===== src/rtl/args_arb_mux.sv =====
// Registered N-to-1 argument multiplexer with valid/ready handshake, packet locking,
// and either select-driven (MODE=0) or round-robin (MODE=1) channel grant.
module args_arb_mux #(
  parameter int W    = 10,
  parameter int N    = 4,
  parameter int MODE = 0
) (
  input  logic                 clk,
  input  logic                 rst,
  input  logic [$clog2(N)-1:0] sel,
  input  logic [W*N-1:0]       in_data,
  input  logic [N-1:0]         in_valid,
  input  logic [N-1:0]         in_last,
  output logic [N-1:0]         in_ready,
  output logic [W-1:0]         out_data,
  output logic                 out_valid,
  output logic                 out_last,
  output logic [$clog2(N)-1:0] out_ch,
  input  logic                 out_ready
);

  localparam int SW = $clog2(N);

  logic [W-1:0]  out_data_q,  out_data_d;
  logic          out_valid_q, out_valid_d;
  logic          out_last_q,  out_last_d;
  logic [SW-1:0] out_ch_q,    out_ch_d;
  logic          lock_q,      lock_d;
  logic [SW-1:0] lock_ch_q,   lock_ch_d;
  logic [SW-1:0] ptr_q,       ptr_d;

  logic [SW-1:0] grant_s;
  logic          grant_valid_s;
  logic          load_s;
  logic          accept_s;
  logic [W-1:0]  grant_data_s;
  logic          grant_last_s;
  logic [N-1:0]  in_ready_s;
  logic          found_s;
  int            idx_s;

  // Grant selection: a held lock overrides both sel and arbitration.
  always_comb begin
    grant_s       = '0;
    grant_valid_s = 1'b0;
    found_s       = 1'b0;
    idx_s         = 0;
    if (lock_q) begin
      grant_s       = lock_ch_q;
      grant_valid_s = 1'b1;
    end else if (MODE == 0) begin
      if (32'(sel) < N) begin
        grant_s       = sel;
        grant_valid_s = 1'b1;
      end else begin
        grant_valid_s = 1'b0;
      end
    end else begin
      // Search starts just past the last channel that finished a packet.
      for (int k = 1; k <= N; k++) begin
        idx_s = (int'(ptr_q) + k) % N;
        if (!found_s && in_valid[idx_s]) begin
          grant_s = idx_s[SW-1:0];
          found_s = 1'b1;
        end else begin
          found_s = found_s;
        end
      end
      grant_valid_s = found_s;
    end
  end

  // Handshake and datapath mux of the granted channel.
  always_comb begin
    load_s       = ~out_valid_q | out_ready;
    in_ready_s   = '0;
    grant_data_s = '0;
    grant_last_s = 1'b0;
    for (int i = 0; i < N; i++) begin
      if (grant_s == SW'(i)) begin
        in_ready_s[i] = load_s & grant_valid_s & ~rst;
        grant_data_s  = in_data[i*W +: W];
        grant_last_s  = in_last[i];
      end else begin
        in_ready_s[i] = 1'b0;
      end
    end
    accept_s = |(in_valid & in_ready_s);
  end

  // Next-state for output register, lock and round-robin pointer.
  always_comb begin
    out_data_d  = out_data_q;
    out_valid_d = out_valid_q;
    out_last_d  = out_last_q;
    out_ch_d    = out_ch_q;
    lock_d      = lock_q;
    lock_ch_d   = lock_ch_q;
    ptr_d       = ptr_q;
    if (accept_s) begin
      out_data_d  = grant_data_s;
      out_last_d  = grant_last_s;
      out_ch_d    = grant_s;
      out_valid_d = 1'b1;
      if (grant_last_s) begin
        lock_d = 1'b0;
        if (MODE == 1) begin
          ptr_d = grant_s;
        end else begin
          ptr_d = ptr_q;
        end
      end else begin
        lock_d    = 1'b1;
        lock_ch_d = grant_s;
      end
    end else if (out_valid_q && out_ready) begin
      out_valid_d = 1'b0;
    end else begin
      out_valid_d = out_valid_q;
    end
  end

  // State registers with synchronous reset.
  always_ff @(posedge clk) begin
    if (rst) begin
      out_data_q  <= '0;
      out_valid_q <= 1'b0;
      out_last_q  <= 1'b0;
      out_ch_q    <= '0;
      lock_q      <= 1'b0;
      lock_ch_q   <= '0;
      ptr_q       <= SW'(N - 1);
    end else begin
      out_data_q  <= out_data_d;
      out_valid_q <= out_valid_d;
      out_last_q  <= out_last_d;
      out_ch_q    <= out_ch_d;
      lock_q      <= lock_d;
      lock_ch_q   <= lock_ch_d;
      ptr_q       <= ptr_d;
    end
  end

  assign in_ready  = in_ready_s;
  assign out_data  = out_data_q;
  assign out_valid = out_valid_q;
  assign out_last  = out_last_q;
  assign out_ch    = out_ch_q;

endmodule


===== config.mk =====
export PLATFORM = sky130hd
export DESIGN_NAME = args_arb_mux
export DESIGN_NICKNAME = d
export VERILOG_FILES = /design/src/rtl/args_arb_mux.sv
export SDC_FILE = /design/constraint.sdc
export NUM_CORES = 1
export LEC_CHECK = 0
export ABC_AREA = 1
export CORE_MARGIN = 10
export CORE_UTILIZATION = 35
export CTS_CLUSTER_DIAMETER = 30
export DETAILED_ROUTE_END_ITERATION = 6
export PLACE_DENSITY = 0.9
export SLEW_MARGIN = 20
export SYNTH_ARGS = -nofsm -noshare
export SYNTH_HDL_FRONTEND = slang
export SYNTH_SLANG_ARGS = --single-unit

===== constraint.sdc =====
create_clock -name clk -period 3.5 [get_ports clk]
set_input_delay 0.35 -clock clk [delete_from_list [all_inputs] [get_ports clk]]
set_output_delay 0.35 -clock clk [all_outputs]
set_load 0.1 [all_outputs]

---- After elaboration in Yosys (flattened, before gate mapping) ----
Cells that the tools add are included.
word-level totals
  input bits .............................. 53
  register bits ........................... 17
cells by class
  eq/ne operators ......................... 3
  mux-type cells .......................... 16
  bitwise logic cells ..................... 6
  reduce and logical (&&, ||, !) cells .... 5
operators by type and width
  kind                                                             count
  10-bit two-way mux                                               4
  1-bit two-way mux                                                11
  4-bit bitwise AND                                                1
  2-bit == test, second input constant                             2
  4-bit OR reduction                                               1
  1-bit inverter                                                   3
  2-bit by 1-bit == test with 1-bit output, second input constant  1
  2-bit zero test                                                  1
  2-bit two-way mux                                                1
  2-bit AND reduction                                              1
  2-bit nonzero test                                               1
  1-bit bitwise AND                                                1
  1-bit logical AND                                                1
  1-bit OR                                                         1

---- Longest topological paths before layout ----
Gate-level depths: netlist of run 1.
  depth in word-level cells ............... 8
  depth in mapped cells ................... 11
  mapped depth without buffers ............ 11

---- Worst setup path before layout of run 1 ----
Ideal clock, no wire load.
  kind .................................... register to output
  start ................................... register out_valid_q, in the netlist out_valid
  end ..................................... output port in_ready[0]
  stages on the path, launching flop included .. 4
  slack ................................... -0.075 ns
  data arrival time ....................... 3.225 ns
  cell sequence ........................... dfxtp_1 a21oi_1 inv_1 nor3_1
between the ends
  word-level cells in the longest chain between the ends .. 4
ends and longest elaborated chain
  item                      line  RTL
  start: declaration        25    logic out_valid_q, out_valid_d;
  start signal: assignment  135   out_valid_q <= out_valid_d;
  1-bit inverter            75    load_s = ~out_valid_q | out_ready;
  1-bit OR                  75
  1-bit bitwise AND         81    in_ready_s[i] = load_s & grant_valid_s & ~rst;
  1-bit two-way mux         80    if (grant_s == SW'(i)) begin
  end: declaration          14    output logic [N-1:0] in_ready,
Every way passes these cells.

---- Final worst setup path of run 1 ----
  start ................................... input port rst
  end ..................................... output port in_ready[2]
between the ends
  word-level cells in the longest chain between the ends .. 3
ends and longest elaborated chain
  item                line  RTL
  start: declaration  9     input logic rst,
  1-bit inverter      81
  1-bit bitwise AND   81
  1-bit two-way mux   80
Every way passes these cells.

==> impl_metrics.ini, run 1 <==
[outcome]
status = completed

[drt]
met3_length_um = 363
num_vias = 1329
wl_met1_um = 1480
first_pass_iters = 4
top_layer_used = met4
wl_per_cell_um = 13.8
drc = 0
via_per_inst = 4.89
antenna_left = 0
drt_wl_total_um = 3760
drt_iter0_markers = 109
met2RoutedLength_um = 1830

[synthesis]
yosys.area_share.simple_pct = 51.8
yosys.area.top_type_share_pct = 32.6
synth_top_cell_by_area = dfxtp_1
syn_avg_cell_area_um2 = 6.07
ys_seq_elements = 17
synth-xor-area-share_pct = 0
synth-compound-area-share_pct = 7.67
synth_area_leaders = dfxtp_1 33%, nand2_1 26%, nand4_1 7.2%
synth_top_family_by_area = simple AND/OR/NAND/NOR gates
synth_warnings = 0
yosysSeqAreaShare_pct = 32.6
synth_area_um2 = 1040
synth_fa_ha_area_share_pct = 0
syn-num-nets = 225
synth.area.mux_share_pct = 0
synthDistinctLibCells = 18
postSynthCellCount = 172

[setup_path]
cp_data_arrival_time_ns = 2.12
end_kind = output pin
crit_required_ns = 3.15
crit_type = input port to output pin
critPathMaxFanout = 15
worstSetupStartpointType = input port

[layout]
nets = 295
drive_above_1_share_pct = 9.96
final_core_util_pct = 63.1
syn2layout_area_growth_pct = 69.5
insertedDiodeCount = 0
num-fill-cells = 260

[cts]
cts_setup_buffers = 0
ctsResizeCount = 0
h-tree-depth = 1
numCtsBuffers = 3
clk_pin_slew_ns = 0.09
cts.sinks = 17
clockBufferDepth = 2
cts_root_buf = clkbuf_4
postCtsHoldBufs = 0
clk_latency_ns = 0.28
cts_tree = yes

[sta]
fmax_ghz = 0.404
skew_ns = 0.000788
slew_headroom_pct = 32.7
grt_setup_unrepaired = no
drv_slew = 0
period_share_pct = 70.7
tightest_slew_ns = 1.01
finalSetupViolCount = 0
hold_viol = 0
fin_crit_ns = 2.47

[grt]
first_global_vias = 1211
grt_remaining_overflow = 0
grt_usage_pct = 12.5
antenna_found_initial = 0
grt_pass1_wl_um = 5520
grt_max_degree = 16

[power_and_ir_drop]
powerDensity_nw_per_um2 = 447
ir_drop_mv = 0.156
total_power_mw = 0.792
power.leakage_nw = 0.719

[placed_design]
hpwl_um = 3180
io_buffers = 70
gp_congestion = 0.830

[floorplan]
io_pins = 71
die_w_um = 74.6
die-area_um2 = 5570
std_cell_rows = 19
coreArea_um2 = 2810
initial_core_util_pct = 37.2
fp.dieH_um = 74.6

[run]
maxCapViolCount = 0

[hold_path]
hold_class = register to register
-- per-layer routing --
metal	track usage (%)	vias up
met2	20.7	58
li1	-	692
met1	14.4	573
met3	3.59	6
met4	5.88	0
met5	0	-
-- kinds of logic after synthesis --
| family | count (synthesis) |
|---|---|
| buffers and inverters | 18 |
| AOI/OAI and AO/OA | 16 |
| and+or+nand+nor | 121 |
| DFF | 17 |
-- final timing paths --
check                            startpoint            to  slack [ns]  depth (start not counted)
worst min register to register  out_data[7]   out_data[7]        0.47                          2
worst max register to register       lock_q  lock_ch_q[0]        1.52                         10
worst min-delay path            out_data[7]   out_data[7]        0.47                          2
worst max-delay path                    rst   in_ready[2]        1.03                          5
-- synth_stat cells, drive strengths merged --
library cell	instances
nand2	82
dfxtp	17
nor2	16
a21oi	14
inv	12
nand4	12
nand3	8
buf	5
nor3	3
o21ai	2
clkbuf	1
-- power by group --
| group | leakage (nW) | internal, mW | switching [mW] | total [mW] |
|---|---|---|---|---|
| combinational | 0.565 | 0.142 | 0.314 | 0.456 |
| clock | 0.0150 | 0.0442 | 0.0563 | 0.101 |
| sequential | 0.139 | 0.218 | 0.0163 | 0.235 |
| total | 0.719 | 0.405 | 0.387 | 0.792 |
-- per-stage QoR --
stage | setup slack [ns] | setup TNS [ns] | hold slack, ns | cells | area [um^2]
final | 1.03 | 0 | 0.471 | 272 | 1770
after global routing | 0.893 | 0 | 0.487 | 272 | 1770
after CTS | 1.07 | 0 | 0.472 | 272 | 1770
after detailed placement | 1.07 | 0 | 0.458 | 268 | 1740
after global placement | 1.13 | 0 | 0.451 | 268 | 1740
after floorplan | -0.0754 | -0.226 | 0.419 | 172 | 1040
-- layout make-up --
class	count	area, um^2	share of cell area, %
clock buffers	4	26.3	1.49
flip-flops and latches	17	340	19.2
well taps	31	38.8	2.19
multi-input cells	137	621	35.1
inverters	12	45.0	2.55
repair buffers	71	698	39.5
-- cell usage in the layout, fill, tap and decap left out, drive strengths merged --
master	instances
nor2	16
nor3	3
nand4	12
nand2	82
dfxtp	17
buf	5
nand3	8
clkbuf	4
a21oi	14
inv	12
o21ai	2
clkdlybuf4s50	66
-- critical path, stage by stage --
cell	delay, ns
clkdlybuf4s50_1	0.68
a21oi_1	0.46
inv_1	0.15
nor3_1	0.16
buf_4	0.32
-- registers in the layout, indices dropped and copies added, names as in the netlist --
name	count
out_data	10
lock_ch_q	2
out_ch	2
lock_q	1
out_last	1
out_valid	1
Power figures use the tool's default switching activity.
==> run 2, diff against run 1 <==
Clock period 3.5 ns to 2.32 ns, I/O delays scaled along.
==> run 2 against run 1 <==
Against the previous run:
- critical path depth grew 1
- largest power group unchanged
- combinational power up 56%
- final area is 2.8% higher
- wire length grew 1.8%
- sequential power is 51% higher
- die area stayed put
- total power up 55%
- hold slack worse by 0.0019 ns
==> impl_metrics.ini, run 2 (synthesis results as in run 1) <==
[grt]
grt_pass1_wl_um = 5910
antenna_found_initial = 0
grt_remaining_overflow = 0
grt_usage_pct = 13.3
first_global_vias = 1284
grt_max_degree = 16

[drt]
wl_per_cell_um = 13.9
first_pass_iters = 4
via_per_inst = 4.97
num_vias = 1361
drt_iter0_markers = 102
drt_wl_total_um = 3820
drc = 0
antenna_left = 0

[setup_path]
critPathMaxFanout = 5
worstSetupStartpointType = input port
cp_data_arrival_time_ns = 1.80
crit_type = input port to output pin
crit_required_ns = 2.09
end_kind = output pin

[layout]
stdcell_area_um2 = 1820
syn2layout_area_growth_pct = 74.2
final_cell_mix = 73 x nand2_1, 52 x clkdlybuf4s50_1, 17 x dfxtp_1, 17 x buf_4, 14 x a21oi_1
num-fill-cells = 260
nets = 297
multiInputGateArea_um2 = 638
largest_reg_flops = 10
drive_above_1_share_pct = 18.5
final_common_cell = nand2_1
insertedDiodeCount = 0
ff_latch_area_um2 = 340

[sta]
period_share_pct = 87.6
grt_setup_unrepaired = no
fmax_ghz = 0.492
skew_ns = 0.00847
fin_crit_ns = 2.03
tightest_slew_ns = 0.527
hold_viol = 0
drv_slew = 0
finalSetupViolCount = 0
holdWs_ns = 0.470
slew_headroom_pct = 64.9

[placed_design]
hpwl_um = 3230
placed_area_um2 = 1790
io_buffers = 70
gp_congestion = 0.858

[floorplan]
std_cell_rows = 19
initial_core_util_pct = 37.2
fp.dieH_um = 74.6
coreArea_um2 = 2810
io_pins = 71
die_w_um = 74.6
die-area_um2 = 5570

[cts]
clk_pin_slew_ns = 0.10
h-tree-depth = 1
cts_setup_buffers = 0
numCtsBuffers = 3
cts_root_buf = clkbuf_4
clk_latency_ns = 0.30
clockBufferDepth = 2
cts.sinks = 17
ctsResizeCount = 0
postCtsHoldBufs = 0
cts_tree = yes

[hold_path]
hold_class = register to register

[power_and_ir_drop]
ir_drop_mv = 0.241
power.leakage_nw = 0.773
powerDensity_nw_per_um2 = 676

[outcome]
status = completed

[run]
maxCapViolCount = 0
==> run 2: changes by cell type in the layout (fill, tap and decap cells not counted), sizes merged <==
cell           change
buf               +16
clkinv             +1
clkdlybuf4s50     -14
clkbuf             -1
==> run 2: final timing paths <==
path | startpoint | endpoint | slack (ns) | cells after the start
worst max-delay path | out_ready | in_ready[1] | 0.29 | 6
worst max register to register | lock_q | lock_ch_q[1] | 0.40 | 10
worst min-delay path | out_data[2] | out_data[2] | 0.47 | 2
worst min register to register | out_data[2] | out_data[2] | 0.47 | 2
==> run 2: stage by stage <==
step / setup WS, ns / setup TNS [ns] / instances / utilization (%) / power (mW)
CTS: 0.301 / 0 / 274 / 64.8 / 1.23
detailed placement: 0.210 / 0 / 270 / 63.8 / 1.07
global route: 0.172 / 0 / 274 / 64.8 / 1.29
floorplan: -0.320 / -0.961 / 172 / - / 0.852
global placement: 0.285 / 0 / 270 / 63.8 / 1.07
finish: 0.288 / 0 / 274 / 64.8 / 1.23
==> run 2: final cells by class <==
class | instances | area share (%)
repair buffers | 73 | 40.1
multi-input cells | 137 | 35.1
flip-flops and latches | 17 | 18.7
inverters | 12 | 2.48
well taps | 31 | 2.13
clock buffers | 3 | 1.24
clock inverters | 1 | 0.275
==> run 2: per-layer routing <==
layer / up-vias / track usage (%) / part of all wire (%)
li1: 692 / - / -
met1: 616 / 15.4 / 40
met2: 43 / 22.3 / 51
met3: 10 / 3.46 / 6.9
met4: 0 / 6.30 / 2.4
met5: - / 0 / 0
==> run 2: worst max-delay path, cell delays in order <==
cell and delay, ns:
clkdlybuf4s50_1 0.46, inv_1 0.05, a21oi_1 0.39, inv_1 0.22
nor3_2 0.24, buf_12 0.21
==> run 2: power breakdown <==
group / switching [mW] / leakage (nW) / internal [mW]
registers: 0.0250 / 0.139 / 0.330
clock network: 0.0994 / 0.0177 / 0.0644
logic: 0.483 / 0.617 / 0.228
==> run 3, diff against run 2 <==
Settings changed: HOLD_SLACK_MARGIN set to 0.12.
==> results of run 3 <==
No change in the layout: final DEF, timing and power equal those of run 2.
